## config.mk

```make
export PLATFORM = sky130hd
export DESIGN_NAME = io_input_periph_flat
export DESIGN_NICKNAME = d
export VERILOG_FILES = /design/src/rtl/io_periph_pkg.sv /design/src/rtl/io_input_periph_if.sv /design/src/rtl/io_debounce.sv /design/src/rtl/io_input_periph.sv /design/src/flat_wrapper.sv
export SDC_FILE = /design/constraint.sdc
export NUM_CORES = 1
export LEC_CHECK = 0
export ABC_AREA = 1
export CORE_MARGIN = 4
export CORE_UTILIZATION = 50
export DETAILED_ROUTE_END_ITERATION = 10
export GPL_ROUTABILITY_DRIVEN = 0
export GPL_TIMING_DRIVEN = 1
export PLACE_DENSITY = 0.71
export SETUP_SLACK_MARGIN = 0.1
export SLEW_MARGIN = 40
export SYNTH_ARGS = -nofsm -noshare
export SYNTH_HDL_FRONTEND = slang
export SYNTH_SLANG_ARGS = --single-unit
```

## constraint.sdc

```tcl
create_clock -name clk -period 1.85 [get_ports clk]
set_input_delay 0.37 -clock clk [delete_from_list [all_inputs] [get_ports clk]]
set_output_delay 0.37 -clock clk [all_outputs]
set_load 0.02 [all_outputs]
```

## src/rtl/io_periph_pkg.sv

```systemverilog
// Shared constants for the memory-mapped input peripheral: register word
// offsets and the default debounce sample period.
package io_periph_pkg;

  localparam int DEBOUNCE_CYCLES_DEF = 4;

  localparam logic [2:0] OFF_SW     = 3'd0;
  localparam logic [2:0] OFF_BTN    = 3'd1;
  localparam logic [2:0] OFF_EDGE   = 3'd2;
  localparam logic [2:0] OFF_TIMER  = 3'd3;
  localparam logic [2:0] OFF_CMP    = 3'd4;
  localparam logic [2:0] OFF_STATUS = 3'd5;

endpackage

```

## src/rtl/io_input_periph_if.sv

```systemverilog
// Load/store bus between the CPU's LSU (master) and the input peripheral (slave).
interface io_input_periph_if;

  logic        i_sel;
  logic        i_we;
  logic        i_re;
  logic [31:0] i_addr;
  logic [31:0] i_wdata;
  logic [31:0] o_rdata;

  modport master (output i_sel, i_we, i_re, i_addr, i_wdata, input o_rdata);
  modport slave  (input i_sel, i_we, i_re, i_addr, i_wdata, output o_rdata);

endinterface

```

## src/rtl/io_debounce.sv

```systemverilog
// Two-flop synchronizer plus tick-sampled debouncer; one shared prescaler
// serves every bit so all inputs are sampled on the same tick.
module io_debounce #(
  parameter int WIDTH  = 36,
  parameter int CYCLES = 4
) (
  input  logic             clk,
  input  logic             rst,
  input  logic [WIDTH-1:0] raw,
  output logic [WIDTH-1:0] deb
);

  localparam int TW = (CYCLES <= 2) ? 1 : $clog2(CYCLES);

  logic [WIDTH-1:0] s1_reg;
  logic [WIDTH-1:0] s2_reg;
  logic [WIDTH-1:0] samp_reg;
  logic [WIDTH-1:0] deb_reg;
  logic [TW-1:0]    tcnt_reg;
  logic             tick;

  assign tick = (tcnt_reg == TW'(CYCLES - 1));

  always_ff @(posedge clk) begin
    if (rst) begin
      s1_reg   <= '0;
      s2_reg   <= '0;
      tcnt_reg <= '0;
    end else begin
      s1_reg   <= raw;
      s2_reg   <= s1_reg;
      tcnt_reg <= tick ? '0 : tcnt_reg + TW'(1);
    end
  end

  // A level is accepted only when two consecutive ticks agree on it.
  for (genvar gi = 0; gi < WIDTH; gi++) begin : g_bit
    always_ff @(posedge clk) begin
      if (rst) begin
        samp_reg[gi] <= 1'b0;
        deb_reg[gi]  <= 1'b0;
      end else if (tick) begin
        samp_reg[gi] <= s2_reg[gi];
        if (s2_reg[gi] == samp_reg[gi])
          deb_reg[gi] <= s2_reg[gi];
      end
    end
  end

  assign deb = deb_reg;

endmodule

```

## src/rtl/io_input_periph.sv

```systemverilog
// Input peripheral: debounced switches/buttons, sticky button-press flags,
// free-running cycle timer with compare-match flag, combinational read mux.
module io_input_periph
  import io_periph_pkg::*;
#(
  parameter int DEBOUNCE_CYCLES = DEBOUNCE_CYCLES_DEF
) (
  input  logic               clk,
  input  logic               rst,
  io_input_periph_if.slave   bus,
  input  logic [31:0]        i_io_sw,
  input  logic [3:0]         i_io_btn,
  output logic               o_irq
);

  logic [35:0] deb_all;
  logic [31:0] deb_sw;
  logic [3:0]  deb_btn;
  logic [3:0]  btn_prev_reg;
  logic [3:0]  edge_reg, edge_next;
  logic [31:0] timer_reg, timer_next;
  logic [31:0] cmp_reg, cmp_next;
  logic        match_reg, match_next;
  logic        wr, rd;
  logic [2:0]  off;
  logic        unused_addr;

  io_debounce #(.WIDTH(36), .CYCLES(DEBOUNCE_CYCLES)) u_debounce (
    .clk (clk),
    .rst (rst),
    .raw ({i_io_btn, i_io_sw}),
    .deb (deb_all)
  );

  assign deb_sw      = deb_all[31:0];
  assign deb_btn     = deb_all[35:32];
  assign wr          = bus.i_sel & bus.i_we;
  assign rd          = bus.i_sel & bus.i_re;
  assign off         = bus.i_addr[4:2];
  assign unused_addr = ^{bus.i_addr[31:5], bus.i_addr[1:0]};

  always_comb begin
    edge_next  = edge_reg;
    timer_next = timer_reg + 32'd1;
    cmp_next   = cmp_reg;
    match_next = match_reg;
    if (wr && off == OFF_EDGE)   edge_next  = edge_reg & ~bus.i_wdata[3:0];
    if (wr && off == OFF_TIMER)  timer_next = bus.i_wdata;
    if (wr && off == OFF_CMP)    cmp_next   = bus.i_wdata;
    if (wr && off == OFF_STATUS && bus.i_wdata[0]) match_next = 1'b0;
    // Sets are applied after clears so a same-cycle event is never lost.
    edge_next = edge_next | (deb_btn & ~btn_prev_reg);
    if (timer_reg == cmp_reg) match_next = 1'b1;
  end

  always_ff @(posedge clk) begin
    if (rst) begin
      btn_prev_reg <= '0;
      edge_reg     <= '0;
      timer_reg    <= '0;
      cmp_reg      <= '0;
      match_reg    <= 1'b0;
    end else begin
      btn_prev_reg <= deb_btn;
      edge_reg     <= edge_next;
      timer_reg    <= timer_next;
      cmp_reg      <= cmp_next;
      match_reg    <= match_next;
    end
  end

  always_comb begin
    bus.o_rdata = '0;
    if (rd) begin
      case (off)
        OFF_SW:     bus.o_rdata = deb_sw;
        OFF_BTN:    bus.o_rdata = {28'd0, deb_btn};
        OFF_EDGE:   bus.o_rdata = {28'd0, edge_reg};
        OFF_TIMER:  bus.o_rdata = timer_reg;
        OFF_CMP:    bus.o_rdata = cmp_reg;
        OFF_STATUS: bus.o_rdata = {31'd0, match_reg};
        default:    bus.o_rdata = '0;
      endcase
    end
  end

  assign o_irq = (|edge_reg) | match_reg;

endmodule
```

## src/flat_wrapper.sv

```systemverilog
// flat-port wrapper written by rule: the top's interface ports become plain ports
module io_input_periph_flat import io_periph_pkg::*;
#(
  parameter int DEBOUNCE_CYCLES = DEBOUNCE_CYCLES_DEF
)
  (clk, rst, i_io_sw, i_io_btn, o_irq, bus_i_sel, bus_i_we, bus_i_re, bus_i_addr, bus_i_wdata, bus_o_rdata);
  io_input_periph_if bus_i ();
  input  logic clk;
  input  logic rst;
  input  logic [31:0] i_io_sw;
  input  logic [3:0] i_io_btn;
  output logic o_irq;
  input wire logic [$bits(bus_i.i_sel)-1:0] bus_i_sel;
  input wire logic [$bits(bus_i.i_we)-1:0] bus_i_we;
  input wire logic [$bits(bus_i.i_re)-1:0] bus_i_re;
  input wire logic [$bits(bus_i.i_addr)-1:0] bus_i_addr;
  input wire logic [$bits(bus_i.i_wdata)-1:0] bus_i_wdata;
  output wire logic [$bits(bus_i.o_rdata)-1:0] bus_o_rdata;
  assign bus_i.i_sel = bus_i_sel;
  assign bus_i.i_we = bus_i_we;
  assign bus_i.i_re = bus_i_re;
  assign bus_i.i_addr = bus_i_addr;
  assign bus_i.i_wdata = bus_i_wdata;
  assign bus_o_rdata = bus_i.o_rdata;
  io_input_periph #(.DEBOUNCE_CYCLES(DEBOUNCE_CYCLES)) u_core (.clk(clk), .rst(rst), .bus(bus_i), .i_io_sw(i_io_sw), .i_io_btn(i_io_btn), .o_irq(o_irq));
endmodule
```

---- Word level (Yosys, flattened, before mapping) ----
Cells that the tools add are included.
cells by class
  reduce and logical (&&, ||, !) cells .... 45
  equality and inequality tests ........... 43
  bitwise logic cells ..................... 8
  mux-type cells .......................... 6
  add/sub/neg operators ................... 2
operator list
  kind                     count
  $pmux W32 S6             1
  $reduce_and A2 Y1        36
  $mux W32                 2
  $eq A1 B1 Y1             36
  $add A32 B1 Y32 const B  1
  $eq A32 B32 Y1           1
  $and A4 B4 Y4            2
  $not A4 Y4               2
  $eq A3 B2 Y1 const B     2
  $eq A3 B3 Y1 const B     2
  $logic_and A1 B1 Y1      5
  $mux W4                  1
  $or A4 B4 Y4             1
  $reduce_or A4 Y1         1
  $eq A3 B1 Y1 const B     1
  $logic_not A3 Y1         1
  $add A2 B1 Y2 const B    1
  $and A1 B1 Y1            2
  $eq A2 B2 Y1 const B     1
  $mux W1                  2
  $reduce_bool A2 Y1       1
  $reduce_or A2 Y1         1
  $or A1 B1 Y1             1
storage, ports and cells
  register bits after elaboration ......... 219
  output and inout port bits .............. 33
  input port bits ......................... 105

---- Depth between registers and ports, before layout ----
  word-level depth ........................ 5
  depth in mapped cells ................... 11
  mapped depth without buffers ............ 11

---- Cells and area by module ----
Synthesis repeated with hierarchy kept, for this count alone.
unflattened totals
  cell total of the unflattened synthesis .. 1509
  area total of the unflattened synthesis .. 10189.8 um^2
modules (own cells, without submodules)
  module           area each (um^2)  cells an instance  times used
  io_debounce      5303.8            722                1
  io_input_periph  4885.9            787                1

---- Worst setup path before layout ----
OpenSTA, ideal clock, no wires.
  kind .................................... input port to output port
  from .................................... in bus_i_addr[2]
  to ...................................... out bus_o_rdata[1]
  arrival ................................. 1.351 ns
  stages .................................. 6
  slack ................................... 0.129 ns
  cells stage by stage .................... nor2_1 -> nand2_2 -> inv_2 -> buf_2 -> a21oi_1 -> a31oi_1
on the way
  word-level cells in the longest chain between the ends .. 3
ends and longest elaborated chain
  element                                     RTL line               source
  from (decl)                                 flat_wrapper.sv:16     input wire logic [$bits(bus_i.i_addr)-1:0] bus_i_addr;
  $eq A3 B3 Y1, or another cell as far along  io_input_periph.sv:75  case (off)
  $pmux W32 S6 *                              io_input_periph.sv:75
  $mux W32 *                                  io_input_periph.sv:74  if (rd) begin
  to (decl)                                   flat_wrapper.sv:18     output wire logic [$bits(bus_i.o_rdata)-1:0] bus_o_rdata;
Mark *: on every way between the ends. The rest lies on a longest branch, timed or not.

---- Final worst setup path ----
  from .................................... in bus_i_addr[4]
  to ...................................... out bus_o_rdata[1]
The elaborated chain is that of the path after synthesis.

==> run metrics <==
status=finished, violations left; failing checks=setup timing; critical path class=input pin to output pin; hpwl dp=17.9 mm; Tmin final=roughly 1.9 ns; layout cell share with drive strength beyond 1=19.3%; Internal=8.91 mW; Die W=about 150 um; hold crit path type=input pin to flop; critical-path cell list=buf_8, buf_4, nor2_1, nand2_2, inv_2, nand2_1, a31oi_2, buf_4; Iter 0 DRT Violations=815; antenna violations before repair=0; largest net degree at the start of global routing=92; chip height=roughly 150 um; Clock Tree Buf Depth=3; leading area contributor after synthesis=dfxtp_1; share of power burned in registers=43.2%; post-route ant nets=0; GRT met1 Usage=between 30% and 40%; Post-synth EDFFs=0; FP Rows=50; Syn Nets=1499; DRC viols=0; Placeable Area=roughly 19000 um2; Synth Warn #=0; most common cell in the synthesized netlist=nand2_1; Synth top area share=approximately 45%; GRT met3 Usage=3.55%; setup repair after global routing missed its margin=yes; Peak supply drop=667 uV; grt ovf=0; DP Cell Count=around 1800; syn_area_per_cell=around 7 um2; Clock Latency Late Sink=0.51 ns; vias=approximately 9400; cts hold-fix bufs=0; vias in the first global route=8887; final setup TNS=-0.0792 ns; CP arrival=~1.5 ns; clk slew on worst S/H paths=0.06 ns; Die Footprint=21700 um2; post-synthesis cell type count=35; sequential fraction of the synthesis area=45.3%; Post-Route WL=28.2 mm; CTS tree=built; number of diodes=0; asr flop ratio synth=0%; starting density of the core=between 50% and 60%; met2 usage in global routing=between 40 and 50%; pwr/cell area=864 nW/um2; root buffer selected by CTS=clkbuf_16; switch share=22.7%; vias per cell=5.13; Max FO, Critical Path=5; Gate power share=under 10%; area of the multi-input gates=4570 um2; htree depth=1; CP dominant cell by count=buf_4; synth cell count leaders=nand2_1 (253), dfxtp_1 (219), nor2_1 (215); Synth Instances=between 1000 and 1500; CP Capture Type=output pin; endpoints failing hold=0; cell family with the largest share of critical-path delay=buffers and inverters; Worst-Margin Slew=between 0.4 and 0.5 ns; WL/cell=15.3 um; CTS sink cnt=219; Peak Freq=0.528 GHz; non-filler cells, final=1841; worst path buffer plus inverter count=4; fin. max-slew vios=0; Tot GR Track Use=25.0%; power share of the clock group=47.8%; DR pass1 iterations=7; Area growth syn-to-layout=37.7%; endpoints failing setup=3; Synth Register Bits=219; cts bufs inserted=24; slew margin rel.=72.4%; maxcap violations=0; Setup Skew=0.0155 ns; fin nets=1670; Worst EP required=1.48 ns; synthesized area=9680 um2; final period utilization=102%; critical path's largest stage delay=around 0.27 ns; top cells by area, synth=dfxtp_1 (45%), nand2_1 (9.8%), o21ai_0 (9.6%), nor2_1 (8.3%), inv_1 (8.2%); Slowest-stage cell, CP=a31oi_2; leakage=5.99 nW; Most Crowded Layer GR=met2; fill count=about 1500; final worst slack=-0.0436 ns; first-pass GRT wire length=44.8 mm; Psw=approximately 2.6 mW; register area=4400 um2; I/O pins=about 140; critical path launch point type=input pin; Synth Flop Type=dfxtp_1; Port Buffers=108; Final Power=11.5 mW
-- worst paths after layout --
check / from / endpoint / slack [ns] / cells after the start
min: rst / u_core.u_debounce.samp_reg[15]$_SDFFE_PP0P_ / 0.23 / 4
min reg2reg: u_core.u_debounce.s1_reg[31]$_SDFF_PP0_ / u_core.u_debounce.s2_reg[31]$_SDFF_PP0_ / 0.40 / 2
max reg2reg: u_core.timer_reg[10]$_SDFF_PP0_ / u_core.timer_reg[29]$_SDFF_PP0_ / 0.14 / 10
max: bus_i_addr[4] / bus_o_rdata[1] / -0.04 / 8
-- cells by family (layout without fill, tap and decap cells) --
logic type / Yosys count / after routing / share of synthesized area [%]
DFF: 219 / 219 / 45.3
xor gates and xnor gates: 29 / 29 / 2.62
and+or+nand+nor: 549 / 550 / 23.2
buffers and inverters: 284 / 472 / 11.7
AOI/OAI and AO/OA: 309 / 309 / 16.9
adders and majority gates: 2 / 2 / 0.258
-- worst min-delay path, stage by stage --
cell and delay [ns]:
buf_2 0.13, inv_2 0.07, o21ai_0 0.08, nor2_1 0.04
-- metal layers --
metal / vias up / part of all wire (%)
li1: 4732 / -
met1: 4236 / 41
met2: 397 / 46
met3: 79 / 8.2
met4: 0 / 4.3
met5: - / 0
-- metrics by stage --
| stage | cell area, um2 | worst slack (ns) | utilization [%] | hold slack (ns) |
|---|---|---|---|---|
| floorplan | 9680 | 0.129 | - | 0.388 |
| CTS | 13100 | -0.00560 | 69.1 | 0.219 |
| finish | 13300 | -0.0436 | 70.6 | 0.231 |
| global route | 13300 | -0.101 | 70.6 | 0.240 |
| global placement | 11400 | -0.873 | 60.5 | 0.390 |
| detailed placement | 11400 | -0.897 | 60.5 | 0.394 |
-- final cells by class --
cell class | instances | area share, %
multi-input cells | 890 | 34.3
flip-flops and latches | 219 | 33.0
well taps | 260 | 2.44
clock buffers | 29 | 4.95
repair buffers | 206 | 16.9
clock inverters | 15 | 2.01
inverters | 222 | 6.44
-- placed cells by master, fill, tap and decap left out, drive strengths merged, types with 2 or more instances in the layout --
cell type,count
o221ai,8
nand2,257
nor3,13
xnor2,23
nor2,223
buf,132
dfxtp,219
o211ai,12
inv,222
o22ai,7
clkdlybuf4s50,69
clkinv,7
bufbuf,2
bufinv,7
nand4,3
o21bai,4
xor2,6
or2,3
clkbuf,30
nand3,50
dlygate4sd2,2
a211oi,2
ha,2
a21oi,81
o21ai,193
-- power groups by stage --
| stage | clock, mW | sequential, mW | combinational [mW] |
|---|---|---|---|
| finish | 5.51 | 4.98 | 1.03 |
| floorplan | 0 | 5.06 | 0.454 |
| global placement | 0 | 5.07 | 0.839 |
| global route | 5.76 | 4.99 | 1.13 |
| detailed placement | 0 | 5.08 | 0.850 |
| CTS | 5.56 | 4.97 | 0.998 |
-- repair_timing --
action | in CTS | in global routing
buffers inserted | 16 | 4
gates cloned | 10 | 0
resized for setup | 322 | 85
setup endpoints to repair | 33 | 39
pin swaps | 37 | 42
No activity file was read; power rests on OpenSTA's default activity.
==> patch, RTL diff (same flow settings) <==
Add an input register stage for `i_io_sw` and `i_io_btn`, without a reset; this delays them by one clock. The other inputs are not delayed to match.
--- a/src/rtl/io_input_periph.sv
+++ b/src/rtl/io_input_periph.sv
@@ -13,4 +13,12 @@
   output logic               o_irq
 );
+
+  logic [31:0] i_io_sw_q;
+  logic [3:0] i_io_btn_q;
+
+  always_ff @(posedge clk) begin
+    i_io_sw_q  <= i_io_sw;
+    i_io_btn_q <= i_io_btn;
+  end
 
   logic [35:0] deb_all;
@@ -29,5 +37,5 @@
     .clk (clk),
     .rst (rst),
-    .raw ({i_io_btn, i_io_sw}),
+    .raw ({i_io_btn_q, i_io_sw_q}),
     .deb (deb_all)
   );
Formal check against the unedited RTL: not equivalent (Yosys sat finds a counterexample within 10 cycles, from zero or initial values and one cycle with rst high).
==> patch against the original RTL <==
The flow still finishes with violations (negative setup slack). Setup slack got worse by 0.0062 ns. Total power increased by 4.5%. Clock power down 4.9%. Routed wire length decreased by 1.4%. Synthesized area increased by 7.7%. Final area increased by 3.8%. Critical path depth is 2 higher. Sequential cell count increased by 36. Critical path type unchanged. Largest cell class is now sequential cells.
==> patch: results (changes against the original RTL) <==
[pwr]
worst_ir_drop_vdd_uv=759  ; +14%
leakagePower_uw=0.00617  ; +3.1%
p_switching_uw=2790  ; +6.7%
power_frac_comb_pct=8.3  ; -0.7 points
p_clk_share_pct=43.5  ; -4.3 points
pg_clk_uw=5240  ; -4.9%

[final_layout]
diodes=0  ; unchanged
multi_input_area_um2=4440  ; -2.8%
fillers=1702  ; +11%
drive_gt1_share_pct=21.7  ; +2.4 points
fin_cells=1893  ; +2.8%
final_nets=1710  ; +2.4%

[timing]
clock_skew_ns=0.00925  ; -0.00624 ns
fin_ws_ns=-0.0498  ; -0.00618 ns
setup_viol=7  ; +4
whs_ns=0.273  ; +0.0422 ns
setup_tns_ns=-0.183  ; -0.104 ns

[global_routing]
antenna_found_initial=0  ; unchanged
grt_pass1_vias=8794  ; -1.0%
grt_pass1_wl_um=44500  ; -0.60%
grtUsageTotal_pct=23.0  ; -2.1 points
grt_max_degree=90  ; -2.2%

[worst_setup_path]
r2r_end=u_core.timer_reg[12]
rrSetupSlack_ns=0.20  ; +0.06 ns
crit_fanout=6  ; +1
worst_path_max_delay_cell=buf_12
r2r_start=u_core.timer_reg[1]
endpoint=bus_o_rdata[11]

[hold_path]
hold_path_class=in -> reg
worst_hold_path.endpoint=u_core.i_io_sw_q[23]
whs_path_depth=1  ; -3
hold_path.startpoint=i_io_sw[23]

[yosys]
yosys-top-cells-count=259 x nand2_1, 255 x dfxtp_1, 220 x inv_1
synth_cell_types=39  ; +11%
synth_area_leaders=dfxtp_1 49%, nand2_1 9.3%, o21ai_0 8.4%
yosysSeqAreaShare_pct=49.0  ; +3.7 points
synth.avg_cell_area_um2=7.27  ; +4.5%
syn-num-nets=1541  ; +2.8%

[detailed_routing]
routed_via_density=5.05  ; -1.6%
drt_iter0_markers=735  ; -9.8%
wl_per_cell_um=14.7  ; -4.1%
drtPass1Iterations=8  ; +1

[placed_design]
dp_cells=1816  ; +2.7%
hpwl_um=18700  ; +4.4%
dp_slack_ns=-0.876  ; +0.0212 ns
placed_area_um2=12200  ; +6.4%

[run_status]
violations=negative setup slack
outcome=finished, violations left

[clocking]
clock_latency_ns=0.54  ; +0.03 ns
cts_buffers=26  ; +8.3%
clock_path_buffers=3  ; unchanged
path_clk_slew_ns=0.06  ; about the same
post_cts_buffers=18  ; +2

-- patch: cell types whose count changed after synthesis, moves of 5 or more --
cell | unedited run | this run
xnor2_1 | 23 | 15
o21ai_0 | 186 | 175
dfxtp_1 | 219 | 255
o21ai_1 | 7 | 12
nor3_1 | 10 | 3
buf_2 | 13 | 21
inv_1 | 211 | 220
nand2_1 | 253 | 259
-- patch: cells by family after synthesis --
family,Yosys count,synth area share [%]
and+or+nand+nor,550,21.7
AOI/OAI and AO/OA,311,15.9
adders and majority gates,2,0.240
xor gates and xnor gates,25,2.10
buffers and inverters,291,11.0
DFF,255,49.0
-- patch: final cells by class --
cell class,instances,area share (%)
well taps,270,2.44
multi-input cells,888,32.1
flip-flops and latches,255,37.3
clock inverters,14,1.08
inverters,227,6.36
repair buffers,205,15.4
clock buffers,34,5.28
-- patch: layer usage --
metal,track usage [%],share of wire [%],vias to the layer above
met5,0,0,-
met3,3.92,7.3,73
met4,9.33,4.1,0
met2,38.0,46,337
met1,29.9,42,4315
li1,-,-,4832
